### src/rtl/loader_pkg.sv
// Shared types and helpers for the UART-to-RAM load path.
package loader_pkg;

  typedef enum logic [2:0] {
    IDLE  = 3'd0,
    RECV  = 3'd1,
    WRITE = 3'd2,
    CHECK = 3'd3,
    DONE  = 3'd4
  } loader_state_t;

  function automatic int bytes_per_word(input int width);
    return (width + 7) / 8;
  endfunction

endpackage

### src/rtl/loader_timeout_counter.sv
// Inter-byte watchdog: counts enabled cycles since the last clear, flags expiry.
// TIMEOUT_CYCLES = 0 never expires.
module loader_timeout_counter #(
  parameter int TIMEOUT_CYCLES = 50_000_000
) (
  input  logic clk,
  input  logic rstN,
  input  logic i_clr,
  input  logic i_en,
  output logic o_expired
);

  localparam int            CW   = (TIMEOUT_CYCLES > 2) ? $clog2(TIMEOUT_CYCLES) : 1;
  localparam logic [CW-1:0] LAST = CW'((TIMEOUT_CYCLES > 0) ? TIMEOUT_CYCLES - 1 : 0);

  logic [CW-1:0] r_cnt;

  always_ff @(posedge clk) begin
    if (!rstN || i_clr) r_cnt <= '0;
    else if (i_en)      r_cnt <= r_cnt + 1'b1;
  end

  // Fires on the cycle whose edge would bring the count to TIMEOUT_CYCLES.
  assign o_expired = (TIMEOUT_CYCLES != 0) && i_en && !i_clr && (r_cnt >= LAST);

endmodule

### src/rtl/uart_mem_loader.sv
// Packs UART bytes little-endian into RAM words, writes addr 0..end_addr, pulses done.
// Define UART_MEM_LOADER_CHECKSUM_EN to require a trailing mod-256 sum byte.
module uart_mem_loader
  import loader_pkg::*;
#(
  parameter  int MEM_WORD_LENGTH = 12,
  parameter  int MEM_DEPTH       = 4096,
  parameter  int TIMEOUT_CYCLES  = 50_000_000,
  localparam int ADDR_WIDTH      = $clog2(MEM_DEPTH)
) (
  input  logic                       clk,
  input  logic                       rstN,
  input  logic                       start,
  input  logic [ADDR_WIDTH-1:0]      end_addr,
  input  logic                       byte_valid,
  input  logic [7:0]                 byte_in,
  output logic                       mem_wr_en,
  output logic [ADDR_WIDTH-1:0]      mem_addr,
  output logic [MEM_WORD_LENGTH-1:0] mem_data,
  output logic                       busy,
  output logic                       done,
  output logic                       timeout_err,
  output logic                       chk_err
);

  localparam int            BPW      = bytes_per_word(MEM_WORD_LENGTH);
  localparam int            IW       = (BPW > 1) ? $clog2(BPW) : 1;
  localparam logic [IW-1:0] LAST_IDX = IW'(BPW - 1);

  loader_state_t              r_state;
  logic [IW-1:0]              r_idx;
  logic [ADDR_WIDTH-1:0]      r_addr;
  logic [ADDR_WIDTH-1:0]      r_end;
  logic [BPW*8-1:0]           r_asm;
  logic [MEM_WORD_LENGTH-1:0] r_data;
  logic                       r_tmo_err;

  logic                       w_last_addr;
  logic                       w_take;
  logic                       w_word_done;
  logic [IW-1:0]              w_ins_idx;
  logic [BPW*8-1:0]           w_asm;
  logic                       w_tmo_en;
  logic                       w_tmo_clr;
  logic                       w_expired;
  logic                       w_tmo;

`ifdef UART_MEM_LOADER_CHECKSUM_EN
  logic [7:0] r_sum;
  logic       r_chk_err;
  assign chk_err = r_chk_err;
`else
  assign chk_err = 1'b0;
`endif

  // A byte landing in a non-final WRITE cycle starts the next word at index 0.
  assign w_last_addr = (r_addr == r_end);
  assign w_take      = byte_valid &&
                       ((r_state == RECV) || ((r_state == WRITE) && !w_last_addr));
  assign w_ins_idx   = (r_state == WRITE) ? '0 : r_idx;
  assign w_word_done = w_take && (w_ins_idx == LAST_IDX);

  always_comb begin
    w_asm = r_asm;
    for (int k = 0; k < BPW; k++)
      if (w_ins_idx == IW'(k)) w_asm[8*k +: 8] = byte_in;
  end

  assign w_tmo_en  = (r_state == RECV) || (r_state == WRITE) || (r_state == CHECK);
  assign w_tmo_clr = !w_tmo_en || byte_valid;
  assign w_tmo     = w_expired && ((r_state == RECV) || (r_state == CHECK));

  loader_timeout_counter #(
    .TIMEOUT_CYCLES(TIMEOUT_CYCLES)
  ) u_tmo (
    .clk      (clk),
    .rstN     (rstN),
    .i_clr    (w_tmo_clr),
    .i_en     (w_tmo_en),
    .o_expired(w_expired)
  );

  always_ff @(posedge clk) begin
    if (!rstN) begin
      r_state   <= IDLE;
      r_idx     <= '0;
      r_addr    <= '0;
      r_end     <= '0;
      r_asm     <= '0;
      r_data    <= '0;
      r_tmo_err <= 1'b0;
`ifdef UART_MEM_LOADER_CHECKSUM_EN
      r_sum     <= '0;
      r_chk_err <= 1'b0;
`endif
    end else begin
      case (r_state)
        IDLE: begin
          if (start) begin
            r_end     <= end_addr;
            r_addr    <= '0;
            r_idx     <= '0;
            r_tmo_err <= 1'b0;
`ifdef UART_MEM_LOADER_CHECKSUM_EN
            r_sum     <= '0;
            r_chk_err <= 1'b0;
`endif
            r_state   <= RECV;
          end
        end
        RECV: begin
          if (w_tmo) begin
            r_tmo_err <= 1'b1;
            r_state   <= IDLE;
          end
        end
        WRITE: begin
          if (w_last_addr) begin
`ifdef UART_MEM_LOADER_CHECKSUM_EN
            // A byte arriving in the final WRITE cycle is already the checksum.
            if (byte_valid) begin
              r_chk_err <= (byte_in != r_sum);
              r_state   <= DONE;
            end else begin
              r_state   <= CHECK;
            end
`else
            r_state <= DONE;
`endif
          end else begin
            r_addr  <= r_addr + 1'b1;
            r_idx   <= '0;
            r_state <= RECV;
          end
        end
        CHECK: begin
`ifdef UART_MEM_LOADER_CHECKSUM_EN
          if (byte_valid) begin
            r_chk_err <= (byte_in != r_sum);
            r_state   <= DONE;
          end else if (w_tmo) begin
            r_tmo_err <= 1'b1;
            r_state   <= IDLE;
          end
`else
          r_state <= IDLE;
`endif
        end
        DONE:    r_state <= IDLE;
        default: r_state <= IDLE;
      endcase

      // Data byte capture overrides the per-state next-state above.
      if (w_take) begin
        r_asm <= w_asm;
`ifdef UART_MEM_LOADER_CHECKSUM_EN
        r_sum <= r_sum + byte_in;
`endif
        if (w_word_done) begin
          r_data  <= w_asm[MEM_WORD_LENGTH-1:0];
          r_state <= WRITE;
        end else begin
          r_idx   <= w_ins_idx + 1'b1;
          r_state <= RECV;
        end
      end
    end
  end

  assign mem_wr_en   = (r_state == WRITE);
  assign mem_addr    = r_addr;
  assign mem_data    = r_data;
  assign busy        = (r_state != IDLE);
  assign done        = (r_state == DONE);
  assign timeout_err = r_tmo_err;

endmodule
### config.mk
export PLATFORM = sky130hd
export DESIGN_NAME = uart_mem_loader
export DESIGN_NICKNAME = d
export VERILOG_FILES = /design/src/rtl/loader_pkg.sv /design/src/rtl/loader_timeout_counter.sv /design/src/rtl/uart_mem_loader.sv
export SDC_FILE = /design/constraint.sdc
export NUM_CORES = 1
export LEC_CHECK = 0
export CORE_AREA = 2 2 111 70
export CTS_BUF_LIST = sky130_fd_sc_hd__clkbuf_4 sky130_fd_sc_hd__clkbuf_8 sky130_fd_sc_hd__clkbuf_16
export DETAILED_ROUTE_END_ITERATION = 8
export DIE_AREA = 0 0 113 72
export PLACE_DENSITY = 0.71
export SYNTH_ARGS = -nofsm -noshare
export SYNTH_HDL_FRONTEND = slang
export SYNTH_HIERARCHICAL = 1
export SYNTH_SLANG_ARGS = --single-unit
### constraint.sdc
create_clock -name clk -period 2.1 [get_ports clk]
set_input_delay 0.315 -clock clk [delete_from_list [all_inputs] [get_ports clk]]
set_output_delay 0.315 -clock clk [all_outputs]
set_load 0.02 [all_outputs]
* Yosys cells after proc, flatten, opt, wreduce, memory -nomap -nowiden
Cells that the tools add are included.
Storage, ports and cells: bits in writable memories 0, register bits after elaboration 79, ROM bits 0, memories kept 0, output and inout bits 29, latch bits 0
Operators by class: muxes and demuxes 20, div/mod/pow operators 0, bitwise operators 0, shift-type cells 0, add/sub/neg operators 3, equal/unequal tests 10, order comparisons 1, reduce and logical (&&, ||, !) cells 25, multiply operators 0
Operator list (number):
- $add 26x1->26 const B | 1
- $ge 26x26->1 const B | 1
- $mux 12 | 2
- $pmux 12 s2 | 1
- $add 12x1->12 const B | 1
- $eq 12x12->1 | 1
- $mux 3 | 4
- $pmux 3 s3 | 1
- $mux 8 | 1
- $mux 1 | 7
- $eq 3x2->1 const B | 2
- $logic_and 1x1->1 | 6
- $logic_or 1x1->1 | 6
- $ne 2x2->1 const B | 3
- $ne 3x3->1 const B | 2
- $reduce_and 2->1 | 3
- $reduce_and 3->1 | 2
- $logic_not 1->1 | 4
- $mux 4 | 1
- $pmux 1 s2 | 2
- $reduce_bool 2->1 | 2
- $eq 3x1->1 const B | 1
- $eq 3x3->1 const B | 1
- $logic_not 3->1 | 1
- 3 further kinds | 3

* Depth between registers and ports, before layout
word-level depth 12, mapped depth 11, gate-level depth less buffers 10

* Cells and area by module
The synthesis kept the hierarchy.
By module, submodules not included:
- uart_mem_loader | area an instance 2247.2 um2, sequential area each 980.9 um2, instances 1, cells each 275
- loader_timeout_counter | area an instance 1350.0 um2, sequential area each 520.5 um2, instances 1, cells each 155

* Least setup slack after synthesis
No wires, ideal clock.
path kind input to register, from in byte_valid, to reg u_tmo.r_cnt[19], setup slack 0.286 ns, required time 1.999 ns, arrival time 1.713 ns, stages 7, cell sequence clkbuf_1 or3_1 nor2b_1 clkbuf_1 clkbuf_1 o311ai_1 o41ai_1
On the way: longest elaborated chain between the ends 2
Ends and longest elaborated chain:
- start: declaration | RTL line uart_mem_loader.sv:15 | input logic byte_valid,
- $logic_or 1x1->1 | RTL line uart_mem_loader.sv:70 | assign w_tmo_clr = !w_tmo_en || byte_valid;
- net w_tmo_clr | RTL line uart_mem_loader.sv:44 | logic w_tmo_clr;
- $logic_or 1x1->1 | RTL line loader_timeout_counter.sv:19 | if (!rstN || i_clr) r_cnt <= '0;
- end signal: assignment | RTL line loader_timeout_counter.sv:20 | else if (i_en) r_cnt <= r_cnt + 1'b1;
- end: declaration | RTL line loader_timeout_counter.sv:16 | logic [CW-1:0] r_cnt;
The timed path passes the listed nets, and every way through them passes these cells. A chain may end at the register's enable or synchronous reset.

* Final worst setup path
from reg r_state[0], to out busy
On the way: longest elaborated chain between the ends 1
Ends and longest elaborated chain:
- start: declaration | RTL line uart_mem_loader.sv:30 | loader_state_t r_state;
- start signal: assignment | RTL line uart_mem_loader.sv:85 | r_state <= IDLE;
- start signal: assignment | RTL line uart_mem_loader.sv:108 | r_state <= RECV;
- start signal: assignment | RTL line uart_mem_loader.sv:114 | r_state <= IDLE;
- $reduce_bool 3->1 | RTL line uart_mem_loader.sv:173 | assign busy = (r_state != IDLE);
- end: declaration | RTL line uart_mem_loader.sv:20 | output logic busy,
No other way between the ends.

==> impl_metrics.csv <==
group,metric,value,unit
critical_path,worst_ep_arrival_time,1.71,ns
clock_tree,cts_max_path_buffers,2,
floorplan,ios,53,
placed_design,dpl-instance-area,4320,µm²
placed_design,placed_cells,577,
grt,grt_use_total,23.6,%
final_layout,area_growth,28.7,%
placed_design,dp_hpwl,6.31,mm
timing,fin_crit_sh,96.6,%
critical_path,slowest_delay,0.57,ns
timing,rsz0062_at_grt,"false",
detailed_routing,via_per_inst,5.75,
synthesis,synthDistinctLibCells,51,
clock_tree,cts_sinks,75,
timing,finalHoldViolCount,0,
grt,grt_max_degree,38,
critical_path,end_kind,"output pin",
hold_path,worst_hold_path_type,"flop to flop",
power_and_ir_drop,leakagePower,0.00158,µW
grt,overflow,0,
grt,grt_antenna_before_repair,0,
timing,fin_skew,0.00581,ns
timing,worst_pin_slew,0.600,ns
placed_design,port_buffers,51,
detailed_routing,drc,2,
final_layout,nFillCells,616,
critical_path,crit_path_top_delay_cell,"clkdlybuf4s50_1",
floorplan,die_x,113,µm
clock_tree,cts.hold.buffers_added,0,
synthesis,postSynthAreaPerCell,8.37,µm²
placed_design,place_congestion,0.829,
timing,slew_headroom,59.9,%
timing,slew_violations,0,
detailed_routing,dr.pass1.iters,6,
clock_tree,numCtsBuffers,9,
synthesis,syn_area,3600,µm²
grt,grt_pass1_vias,3043,
final_layout,drive_gt1_share,13.5,%
final_layout,fin_cells,593,
critical_path,crit_fanout,9,
floorplan,die-height,72,µm
outcome,violations,"DRC",
timing,fin_crit,2.03,ns
clock_tree,clk_pin_slew,0.06,ns
detailed_routing,wl,9.17,mm
floorplan,rows,24,
synthesis,synth_seq_cells,75,
clock_tree,cts_tree,"built",
final_layout,fin_area,4630,µm²
floorplan,start_util,50.8,%
clock_tree,h-tree-depth,3,
synthesis,synth_warnings,6,
detailed_routing,vias,3408,
timing,fin_hold_ws,0.449,ns
outcome,status,"complete, but fails checks",
critical_path,critical_path_class,"flop to output pin",
final_layout,diodes,0,
synthesis,synth_fp_nets,456,
critical_path,crit_required,1.78,ns
floorplan,dieArea,8140,µm²
final_layout,final_util,65.3,%
synthesis,synthCells,430,
synthesis,ys_async_sr_fraction,0,%
synthesis,synth_flop_cell,"dfxtp_1",
clock_tree,root_buffer,"clkbuf_16",
job,cap_violations,0,
timing,max_freq,0.493,GHz
final_layout,nNetsFinal,523,
power_and_ir_drop,power_density,713,nW/µm²
detailed_routing,wire_per_inst,15.5,µm
synthesis,yosysSeqAreaShare,41.7,%
power_and_ir_drop,ir_drop,0.000343,V
critical_path,worstSetupStartpointType,"flop",
grt,grt_pass1_wl,15.1,mm
synthesis,synth-edff-count,0,
detailed_routing,final_antenna_net_count,0,
floorplan,coreArea,7090,µm²
detailed_routing,first_iter_violations,276,
critical_path,crit_chain,"or3_1 > clkdlybuf4s50_1",
clock_tree,clk_latency,0.33,ns
timing,setup_viol,0,
[registers in the layout, indices dropped and copies added (netlist names)]
name and cells:
mem_addr 12, mem_data 12, r_asm 8, r_end 12, r_idx 1, r_state 3
timeout_err 1, u_tmo/r_cnt 26
[worst max-delay path: cells and delay by family (launching register included)]
kind	cells	cell delay, ns
flops	1	0.37
buf+inv	1	0.57
simple gates	1	0.44
[worst paths after layout]
kind | startpoint | endpoint | slack [ns] | cells past startpoint
worst max register to register | mem_addr[5] | mem_addr[5] | 0.09 | 5
worst min register to register | r_asm[4] | mem_data[4] | 0.45 | 2
worst max-delay path | r_state[0] | busy | 0.07 | 2
worst min-delay path | r_asm[4] | mem_data[4] | 0.45 | 2
[synthesized netlist by cell type (3+ instances only)]
cell type   n  area share, %
or4_1       4           0.83
a21oi_2     4           0.97
a31oi_1     4           0.70
or2_2       7            1.2
o41ai_1     3           0.73
nand3_1    28            3.9
dfxtp_1    75             42
nor2_1     27            2.8
nand2_1    86            9.0
inv_1       4           0.42
and3_1      3           0.52
and4_1      4           0.97
nand4_2     4            1.4
buf_6       3           0.94
nor4_1      4           0.70
o2111ai_1   4           0.97
o311ai_1    3           0.73
a21oi_1    38            5.3
xnor2_1    17            4.1
o211ai_1   13            2.7
a211oi_1    3           0.63
xor2_1      7            1.7
clkbuf_1   11            1.1
nor3_1      5           0.70
mux2i_1    12            3.3
nand2b_1   12            2.1
nand4_1     9            1.6
buf_2       5           0.70
[layer usage]
layer	routed length [µm]	GRT usage, %	vias to the layer above
li1	-	-	1678
met1	4370	33.5	1594
met2	4010	35.4	128
met3	715	6.77	8
met4	79	6.23	0
met5	0	0	-
[metrics by stage]
step	setup TNS [ns]	power (µW)	setup slack, ns
after global routing	0	3420	0.0180
after CTS	0	3330	0.0736
after detailed placement	-0.00466	1780	-0.00466
final	0	3300	0.0713
after floorplan	0	1670	0.286
after global placement	-0.00142	1780	-0.00142
[kinds of logic after synthesis]
family                   synth area share [%]
other                                   0.104
buffers and inverters                    3.83
adder cells (fa/ha/maj)                 0.696
XOR/XNOR                                 5.84
AND/OR/NAND/NOR                          28.9
multiplexers                             3.34
AO/OA/AOI/OAI                            15.5
flip-flops                               41.7
[report_power, final]
group | switching (µW) | internal (µW)
Combinational | 161 | 124
Clock | 593 | 951
Sequential | 21.3 | 1450
[cells in the final DEF (no fill, tap or decap), drive strengths merged, types with 6 or more instances in the layout]
cell | synthesis | final
nand2b | 12 | 12
clkbuf | 11 | 10
a21oi | 42 | 42
dfxtp | 75 | 75
clkdlybuf4s50 | 0 | 50
xnor2 | 17 | 17
o211ai | 13 | 13
nand2 | 86 | 86
nor4 | 6 | 6
nor2 | 29 | 29
nand3 | 28 | 28
mux2i | 12 | 12
nand4 | 13 | 13
buf | 11 | 27
or2 | 7 | 7
xor2 | 7 | 7
[repair_timing]
| item | 4_1_cts | 5_1_grt |
|---|---|---|
| setup endpoints to repair | 1 | 3 |
| buffers inserted | 0 | 0 |
| resized for setup | 1 | 2 |
[area by class of cell]
cell class                 instances  area (µm²)  area share (%)
clock buffer                      10         239            5.16
sequential                        75        1500            32.4
tap                               91         114            2.46
inverter                           5        18.8           0.405
multi-input combinational        328        1970            42.5
clock inverter                     6        65.1            1.41
timing repair buffer              78         724            15.6
Power figures use the tool's default switching activity.
